<file path="config.mk">
export PLATFORM = sky130hd
export DESIGN_NAME = mon_tx_scheduler
export DESIGN_NICKNAME = d
export VERILOG_FILES = /design/src/rtl/mon_tx_scheduler.sv
export SDC_FILE = /design/constraint.sdc
export NUM_CORES = 1
export LEC_CHECK = 0
export BUFFER_PORTS_ARGS = -buffer_cell sky130_fd_sc_hd__buf_2
export CAP_MARGIN = 5
export CORE_UTILIZATION = 54
export CTS_BUF_LIST = sky130_fd_sc_hd__clkbuf_16
export DETAILED_ROUTE_END_ITERATION = 8
export HOLD_SLACK_MARGIN = 0.05
export PLACE_DENSITY = 0.8
export SYNTH_ARGS = -nofsm -noshare
export SYNTH_HDL_FRONTEND = slang
export SYNTH_SLANG_ARGS = --single-unit
</file>
<file path="constraint.sdc">
create_clock -name mon_clk -period 2.38 [get_ports mon_clk]
set_input_delay 0 -clock mon_clk [delete_from_list [all_inputs] [get_ports mon_clk]]
set_output_delay 0 -clock mon_clk [all_outputs]
set_load 0.05 [all_outputs]
</file>
<file path="src/rtl/mon_tx_scheduler.sv">
// Purpose : shares the 40-bit monitor transmit path among audio, keyboard and status requesters.
// Latency : a request seen on edge t drives out_valid after edge t+1; later frames follow at FRAME_GAP-cycle spacing.
// Backpres: keyboard/status ready = slot empty; audio cannot be stalled, so a repeat request is merged and flagged as overrun.
module mon_tx_scheduler #(
   parameter int unsigned FRAME_GAP    = 48,
   parameter logic [7:0]  OP_AUDIO_REQ = 8'hC7,
   parameter logic [7:0]  OP_KBD       = 8'hC5,
   parameter logic [7:0]  OP_STATUS    = 8'hC6
) (
   input  logic        mon_clk,
   input  logic        reset_n,
   input  logic        audio_req,
   input  logic        kbd_valid,
   input  logic [31:0] kbd_data,
   output logic        kbd_ready,
   input  logic        status_valid,
   input  logic [31:0] status_data,
   output logic        status_ready,
   output logic [39:0] out_data,
   output logic        out_valid,
   output logic        audio_overrun,
   output logic        busy
);

   typedef enum logic {
      S_IDLE = 1'b0,
      S_GAP  = 1'b1
   } state_t;

   // Counter reload so that the next issue lands exactly FRAME_GAP edges later.
   localparam logic [7:0] GAP_RELOAD = 8'(FRAME_GAP - 1);

   // Round-robin pointer encoding between the two non-audio requesters.
   localparam logic RR_KBD = 1'b0;
   localparam logic RR_STS = 1'b1;

   state_t      r_state;
   logic [7:0]  r_cnt;
   logic        r_rr;

   logic        r_aud_pend;
   logic        r_kbd_pend;
   logic [31:0] r_kbd_dat;
   logic        r_sts_pend;
   logic [31:0] r_sts_dat;

   logic        r_out_vld;
   logic [39:0] r_out_dat;
   logic        r_ovr;

   logic        w_any_pend;
   logic        w_slot_open;
   logic        w_issue;
   logic        w_iss_aud;
   logic        w_iss_kbd;
   logic        w_iss_sts;
   logic        w_kbd_acc;
   logic        w_sts_acc;
   logic [39:0] w_iss_dat;

   assign w_any_pend  = r_aud_pend | r_kbd_pend | r_sts_pend;
   // An issue opportunity exists when idle, or on the last cycle of the gap.
   assign w_slot_open = (r_state == S_IDLE) || (r_cnt == 8'd0);
   assign w_issue     = w_slot_open & w_any_pend;

   // Audio has absolute priority; rr only breaks a keyboard/status tie.
   assign w_iss_aud = w_issue & r_aud_pend;
   assign w_iss_kbd = w_issue & ~r_aud_pend & r_kbd_pend & (~r_sts_pend | (r_rr == RR_KBD));
   assign w_iss_sts = w_issue & ~r_aud_pend & r_sts_pend & (~r_kbd_pend | (r_rr == RR_STS));

   assign w_kbd_acc = kbd_valid & ~r_kbd_pend;
   assign w_sts_acc = status_valid & ~r_sts_pend;

   assign kbd_ready     = ~r_kbd_pend;
   assign status_ready  = ~r_sts_pend;
   assign out_data      = r_out_dat;
   assign out_valid     = r_out_vld;
   assign audio_overrun = r_ovr;
   assign busy          = (r_state == S_GAP) | w_any_pend;

   // Frame word of whichever slot wins this opportunity.
   always_comb begin
      w_iss_dat = 40'h0;
      if (w_iss_aud) begin
         w_iss_dat = {OP_AUDIO_REQ, 32'h0};
      end else if (w_iss_kbd) begin
         w_iss_dat = {OP_KBD, r_kbd_dat};
      end else if (w_iss_sts) begin
         w_iss_dat = {OP_STATUS, r_sts_dat};
      end
   end

   // Audio slot: a new request outranks the clear from a same-edge issue.
   always_ff @(posedge mon_clk or negedge reset_n) begin
      if (!reset_n) begin
         r_aud_pend <= 1'b0;
      end else if (audio_req) begin
         r_aud_pend <= 1'b1;
      end else if (w_iss_aud) begin
         r_aud_pend <= 1'b0;
      end
   end

   // Keyboard slot: load on valid&ready, clear on issue.
   always_ff @(posedge mon_clk or negedge reset_n) begin
      if (!reset_n) begin
         r_kbd_pend <= 1'b0;
         r_kbd_dat  <= 32'h0;
      end else if (w_kbd_acc) begin
         r_kbd_pend <= 1'b1;
         r_kbd_dat  <= kbd_data;
      end else if (w_iss_kbd) begin
         r_kbd_pend <= 1'b0;
      end
   end

   // Status slot: load on valid&ready, clear on issue.
   always_ff @(posedge mon_clk or negedge reset_n) begin
      if (!reset_n) begin
         r_sts_pend <= 1'b0;
         r_sts_dat  <= 32'h0;
      end else if (w_sts_acc) begin
         r_sts_pend <= 1'b1;
         r_sts_dat  <= status_data;
      end else if (w_iss_sts) begin
         r_sts_pend <= 1'b0;
      end
   end

   // Overrun: a request lands on a pending audio slot that is not draining this edge.
   always_ff @(posedge mon_clk or negedge reset_n) begin
      if (!reset_n) begin
         r_ovr <= 1'b0;
      end else begin
         r_ovr <= audio_req & r_aud_pend & ~w_iss_aud;
      end
   end

   // Issue/gap state machine with registered frame outputs and rr pointer.
   always_ff @(posedge mon_clk or negedge reset_n) begin
      if (!reset_n) begin
         r_state   <= S_IDLE;
         r_cnt     <= 8'd0;
         r_rr      <= RR_KBD;
         r_out_vld <= 1'b0;
         r_out_dat <= 40'h0;
      end else begin
         r_out_vld <= 1'b0;
         if (w_issue) begin
            r_state   <= S_GAP;
            r_cnt     <= GAP_RELOAD;
            r_out_vld <= 1'b1;
            r_out_dat <= w_iss_dat;
            if (w_iss_kbd) begin
               r_rr <= RR_STS;
            end else if (w_iss_sts) begin
               r_rr <= RR_KBD;
            end
         end else begin
            case (r_state)
               S_IDLE: begin
                  r_cnt <= 8'd0;
               end
               S_GAP: begin
                  if (r_cnt != 8'd0) begin
                     r_cnt <= r_cnt - 8'd1;
                  end else begin
                     r_state <= S_IDLE;
                  end
               end
               default: begin
                  r_state <= S_IDLE;
                  r_cnt   <= 8'd0;
               end
            endcase
         end
      end
   end

endmodule

</file>
==> results of run 1 <==
## flip-flops by register name, summed over array words and instances, names as in the netlist
register and flops:
r_kbd_dat 32, out_data 35, r_state 1, r_aud_pend 1, audio_overrun 1, r_cnt 8, r_sts_dat 32, r_rr 1
r_sts_pend 1, out_valid 1, r_kbd_pend 1
## power by group through the flow
stage	combinational [µW]	clock (µW)	sequential, µW
final	1770	2380	2610
after global routing	1890	2500	2650
after CTS	1760	2420	2600
after detailed placement	1670	0	2620
after global placement	1630	0	2600
after floorplan	728	0	3110
## worst register-to-register path: cells and delay by family, from the launching register on
| family | cells | cell delay (ns) |
|---|---|---|
| compound gates | 2 | 0.39 |
| buf+inv | 1 | 0.26 |
| flops | 1 | 0.41 |
| simple gates | 2 | 0.82 |
## how the worst max path moves through the flow
stage	from	cells past startpoint	to
after floorplan	r_cnt[5]$_DFFE_PN0P_	6	out_data[33]$_DFFE_PN0N_
after global placement	r_cnt[5]$_DFFE_PN0P_	5	out_data[13]$_DFFE_PN0N_
after detailed placement	r_cnt[5]$_DFFE_PN0P_	5	out_data[0]$_DFFE_PN0N_
after CTS	r_cnt[5]$_DFFE_PN0P_	5	out_data[0]$_DFFE_PN0N_
after global routing	r_cnt[5]$_DFFE_PN0P_	5	out_data[3]$_DFFE_PN0N_
final	r_cnt[5]$_DFFE_PN0P_	5	out_data[23]$_DFFE_PN0N_
## cells in the mapped netlist, types with 2 or more instances
cell type	count	share of area [%]
nand2_1	5	0.38
a22oi_1	2	0.30
o31ai_1	4	0.60
inv_1	8	0.60
ha_1	2	0.50
buf_1	6	0.45
dfrtp_1	114	57
nand2b_1	2	0.25
xnor2_1	2	0.35
mux2_1	8	1.8
o31ai_2	28	7.0
mux2i_1	32	6.4
nor2b_1	3	0.38
or3_1	2	0.25
nor3_1	3	0.30
mux2_2	57	13
nor2_1	7	0.53
buf_4	5	0.75
buf_2	4	0.40
a21oi_1	5	0.50
xor2_1	4	0.70
o21ai_0	34	3.4
clkbuf_1	13	0.98
buf_6	4	0.90
## logic make-up after synthesis
family	count (synthesis)	share of synthesized area, %
AO/OA/AOI/OAI	77	12.6
XOR/XNOR	6	1.06
adder cells (fa/ha/maj)	2	0.503
buffers and inverters	41	4.17
flip-flops	114	57.3
multiplexers	97	21.1
other	1	0.0753
AND/OR/NAND/NOR	27	3.12
## layout make-up
class / instances / area, µm² / area share, %
flip-flops and latches: 114 / 2850 / 41.5
multi-input cells: 212 / 1960 / 28.5
repair buffers: 191 / 1340 / 19.5
clock buffers: 17 / 425 / 6.18
well taps: 108 / 135 / 1.96
clock inverters: 12 / 128 / 1.85
inverters: 9 / 33.8 / 0.491
## metal layers
| layer | GRT usage [%] | up-vias |
|---|---|---|
| li1 | - | 1663 |
| met1 | 32.2 | 1794 |
| met2 | 47.1 | 118 |
| met3 | 8.16 | 18 |
| met4 | 9.56 | 0 |
| met5 | 0 | - |
## timing repair
| action | in CTS | in global routing |
|---|---|---|
| hold buffers | 68 | 0 |
| hold endpoints to repair | 182 | 0 |
| resized for setup | 0 | 0 |
## per-stage QoR
stage               worst slack [ns]  utilization [%]  cell area [µm²]  hold WS [ns]  power [µW]
floorplan                      0.619                -             4980        -0.296        3840
global placement               0.499             64.1             5650       -0.0437        4230
detailed placement             0.437             64.1             5650       -0.0456        4290
CTS                            0.415             78.1             6880        0.0885        6780
global route                   0.272             78.1             6880         0.112        7050
finish                         0.407             78.1             6880        0.0930        6760
==> results.json, run 1 <==
{
  "status": "finished with violations",
  "violations": "design-rule violations",
  "maxCapViolations": 0,
  "end_kind": "register",
  "yosys_register_bits": 114,
  "required_ns": 2.68,
  "ys_warn_count": 0,
  "worstPathArrival_ns": 2.27,
  "r2r_start": "r_cnt[5]$_DFFE_PN0P_",
  "avgSynthCellArea_um2": 13.6,
  "highest_layer": "met4",
  "clk_latency_ns": 0.40,
  "synth-edff-count": 0,
  "antenna_left": 0,
  "htree_num_levels": 4,
  "synth_cell_types": 35,
  "finalNetCount": 616,
  "drtPass1Iterations": 6,
  "fmax_mhz": 507,
  "core_um2": 8810,
  "wl_per_cell_um": 18.1,
  "postCtsSetupRepairBufs": 0,
  "start_kind": "register",
  "drv_slew": 0,
  "r2r-end": "out_data[23]$_DFFE_PN0N_",
  "fillers": 520,
  "placed_cells": 566,
  "slowest_delay_ns": 0.42,
  "relSlewSlack_pct": 63.0,
  "power.leakage_uw": 0.00330,
  "syn_inst": 365,
  "hpwl_um": 6880,
  "tightest_slew_ns": 0.555,
  "fin_crit_ns": 1.97,
  "syn_area_um2": 4980,
  "viasPerCell": 5.42,
  "clkPwrFrac_pct": 35.3,
  "overflow": 0,
  "place_congestion": 0.819,
  "final_common_cell": "dfrtp_1",
  "die-width_um": 98.0,
  "drt_iter0_markers": 166,
  "cts_tree": "done",
  "cp_cell_sequence": "nor4_4 > a31oi_4 > or2_2 > buf_4 > o31ai_2",
  "met1_length_um": 4800,
  "synthArstFlopShare_pct": 100,
  "start_util_pct": 56.5,
  "grt_pass1_vias": 4036,
  "peakVddDrop_mv": 0.590,
  "critPathTopFamily": "simple AND/OR/NAND/NOR gates",
  "combPwrFrac_pct": 26.2,
  "min_path_type": "input pin to async pin",
  "post-route-period-util_pct": 82.9,
  "clock_sinks": 114,
  "finalHoldViolCount": 0,
  "syn2layout_area_growth_pct": 38.2,
  "antenna_found_initial": 0,
  "internal_power_uw": 4560,
  "cts-root-buf": "clkbuf_16",
  "numCtsBuffers": 17,
  "dr_wl_met3_um": 657,
  "grt_usage_pct": 27.2,
  "dieArea_um2": 9600,
  "r2r_slack_ns": 0.41,
  "ioPinCount": 114,
  "p_sw_uw": 2200,
  "path_max_fanout": 16,
  "dr_wl_met2_um": 6340,
  "cts.path.max_buffers": 2,
  "finClkSkew_ns": 0.00986,
  "setup_tns_ns": 0,
  "clk_pin_slew_ns": 0.05,
  "p_seq_share_pct": 38.5,
  "grt_pass1_wl_um": 20100,
  "final_cell_mix": "dfrtp_1 (113), buf_2 (109), dlygate4sd3_1 (68)",
  "instances_no_fill": 663,
  "ys_seq_area_share_pct": 57.3,
  "drive_gt1_share_pct": 43.4,
  "fp-row-count": 34,
  "grt_max_degree": 43,
  "die_height_um": 98.0,
  "path_class": "register to register",
  "n_antenna_cell": 0,
  "io_buffers": 110,
  "switching_share_pct": 32.6,
  "routed_wirelength_um": 12000,
  "rsz0062_at_grt": "false",
  "crit_buf_inv": 1,
  "rr_worst_depth": 5,
  "crit_slowest_cell": "nor4_4",
  "synth_top_flop_cell": "dfrtp_1",
  "finalSetupViolCount": 0,
  "drc": 9,
  "vias": 3593,
  "p_per_area_nw_per_um2": 983
}
(Power assumes the default switching activity.)
==> run 2: changes to the inputs <==
- CORE_UTILIZATION: 54 -> 49
- PLACE_DENSITY: 0.8 -> 0.76
- clock period: 2.38 -> 1.76 ns (I/O delays scaled with it)
==> run 2 against run 1 <==
The run now ends clean. Clock power is 47% higher. Global-route usage is 2.0 points lower. Critical path type unchanged. Via count is 1.4% higher. Sequential share of layout area is 1.2 points lower. Die area is 10% higher. Largest power group unchanged. Final area is 3.1% higher. Worst hold slack better by 0.041 ns. Sequential power is 35% higher. First-iteration DRC count is 36% lower. Register-to-register slack worse by 0.36 ns. Combinational power is 39% higher. Utilization is 5.9 points lower.
==> results.json, run 2 (synthesis gave the netlist of run 1 again) <==
{
  "path_class": "register to register",
  "vias": 3645,
  "numCtsBuffers": 17,
  "fin_ws_ns": 0.0476,
  "drv_slew": 0,
  "status": "finished clean",
  "place_ws_ns": -0.00528,
  "grt_pass1_wl_um": 19700,
  "ioPinCount": 114,
  "die_height_um": 103,
  "peakVddDrop_mv": 0.830,
  "antenna_found_initial": 0,
  "antenna_left": 0,
  "dpl_cell_area_um2": 5780,
  "fillers": 670,
  "maxCapViolations": 0,
  "die-width_um": 103,
  "path_max_fanout": 9,
  "end_kind": "register",
  "grt_pass1_vias": 3916,
  "cts-root-buf": "clkbuf_16",
  "crit_buf_inv": 1,
  "instances_no_fill": 696,
  "p_per_area_nw_per_um2": 1340,
  "power.leakage_uw": 0.00339,
  "viasPerCell": 5.24,
  "placed_cells": 596,
  "overflow": 0,
  "r2r_slack_ns": 0.05,
  "start_util_pct": 50.7,
  "cts_tree": "done",
  "drt_iter0_markers": 106,
  "post-route-period-util_pct": 97.3,
  "finalSetupViolCount": 0,
  "fp-row-count": 36,
  "wl_per_cell_um": 17.9,
  "htree_num_levels": 4,
  "postLayoutCellArea_um2": 7090,
  "fmax_mhz": 584,
  "required_ns": 2.06,
  "fin_crit_ns": 1.71,
  "cp_cell_sequence": "nor4_4 > a31oi_4 > or2_4 > buf_4 > o31ai_2",
  "final_common_cell": "dfrtp_1",
  "final_cell_mix": "dfrtp_1 (112), buf_2 (109), dlygate4sd3_1 (68)",
  "grt_usage_pct": 25.2,
  "rsz0062_at_grt": "false",
  "io_buffers": 110,
  "start_kind": "register",
  "slowest_delay_ns": 0.43,
  "clk_latency_ns": 0.40,
  "finalHoldViolCount": 0,
  "place_congestion": 0.818,
  "drtPass1Iterations": 4,
  "relSlewSlack_pct": 63.5,
  "dieArea_um2": 10600,
  "tightest_slew_ns": 0.547,
  "hpwl_um": 7350,
  "syn2layout_area_growth_pct": 42.5,
  "finalNetCount": 622,
  "clock_sinks": 114,
  "r2r_start": "r_cnt[4]$_DFFE_PN0P_",
  "n_antenna_cell": 0,
  "drc": 0,
  "finClkSkew_ns": 0.00932,
  "routed_wirelength_um": 12500,
  "setup_tns_ns": 0,
  "drive_gt1_share_pct": 45.3,
  "crit_slowest_cell": "dfrtp_1",
  "min_path_type": "input pin to async pin",
  "cts.path.max_buffers": 2,
  "core_um2": 9820,
  "rr_worst_depth": 5,
  "critPathTopFamily": "simple AND/OR/NAND/NOR gates",
  "grt_max_degree": 58,
  "worstPathArrival_ns": 2.01,
  "clk_pin_slew_ns": 0.05,
  "r2r-end": "out_data[19]$_DFFE_PN0N_",
  "largest_register_ffs": 35
}
run 2: routing by layer:
metal  GRT usage [%]  wire [µm]
met3            7.66        616
met2            44.7       6710
met1            30.1       5020
met4            5.85        104
met5               0          0
run 2: worst max path at each step:
stage	from	to	depth (start not counted)	slack, ns
final	r_cnt[4]$_DFFE_PN0P_	out_data[19]$_DFFE_PN0N_	5	0.05
after global routing	r_cnt[2]$_DFFE_PN0P_	out_data[6]$_DFFE_PN0N_	5	0.0002
after CTS	r_sts_pend$_DFFE_PN0P_	busy	4	0.02
after detailed placement	r_cnt[5]$_DFFE_PN0P_	out_data[17]$_DFFE_PN0N_	5	-0.005
after global placement	r_cnt[5]$_DFFE_PN0P_	out_data[0]$_DFFE_PN0N_	5	0.05
after floorplan	r_cnt[5]$_DFFE_PN0P_	out_data[33]$_DFFE_PN0N_	6	-0.0009
run 2: area by class of cell:
type | count | area [µm²] | area share [%]
clock inverters | 14 | 174 | 2.45
clock buffers | 17 | 425 | 6.00
repair buffers | 197 | 1460 | 20.5
inverters | 9 | 33.8 | 0.476
flip-flops and latches | 114 | 2860 | 40.2
well taps | 133 | 166 | 2.35
multi-input cells | 212 | 1980 | 28.0
run 2: worst reg2reg max path: cells and delay by family, from the launching register on:
family	cells	cell delay [ns]
AND/OR/NAND/NOR	2	0.62
buffers and inverters	1	0.19
AO/OA/AOI/OAI	2	0.38
flip-flops	1	0.43
run 2: power by group:
group          switching (µW)  internal [µW]  leakage (µW)
logic                    1560            897       0.00168
clock network            1160           2330      0.000296
registers                 369           3160       0.00141
run 2: stage by stage:
step | hold WS (ns) | power (µW) | utilization (%)
after floorplan | -0.296 | 5200 | -
after global placement | 0.0118 | 5760 | 58.8
after detailed placement | 0.0213 | 5860 | 58.8
after CTS | 0.158 | 9500 | 72.0
after global routing | 0.178 | 9880 | 72.2
final | 0.134 | 9480 | 72.2
run 2: what timing repair did:
action                     CTS  global route
setup buffers                1             0
hold endpoints to repair   107             0
hold buffers                68             0
resized for setup            2             5
pin swaps                    1             0
setup endpoints to repair   11            32
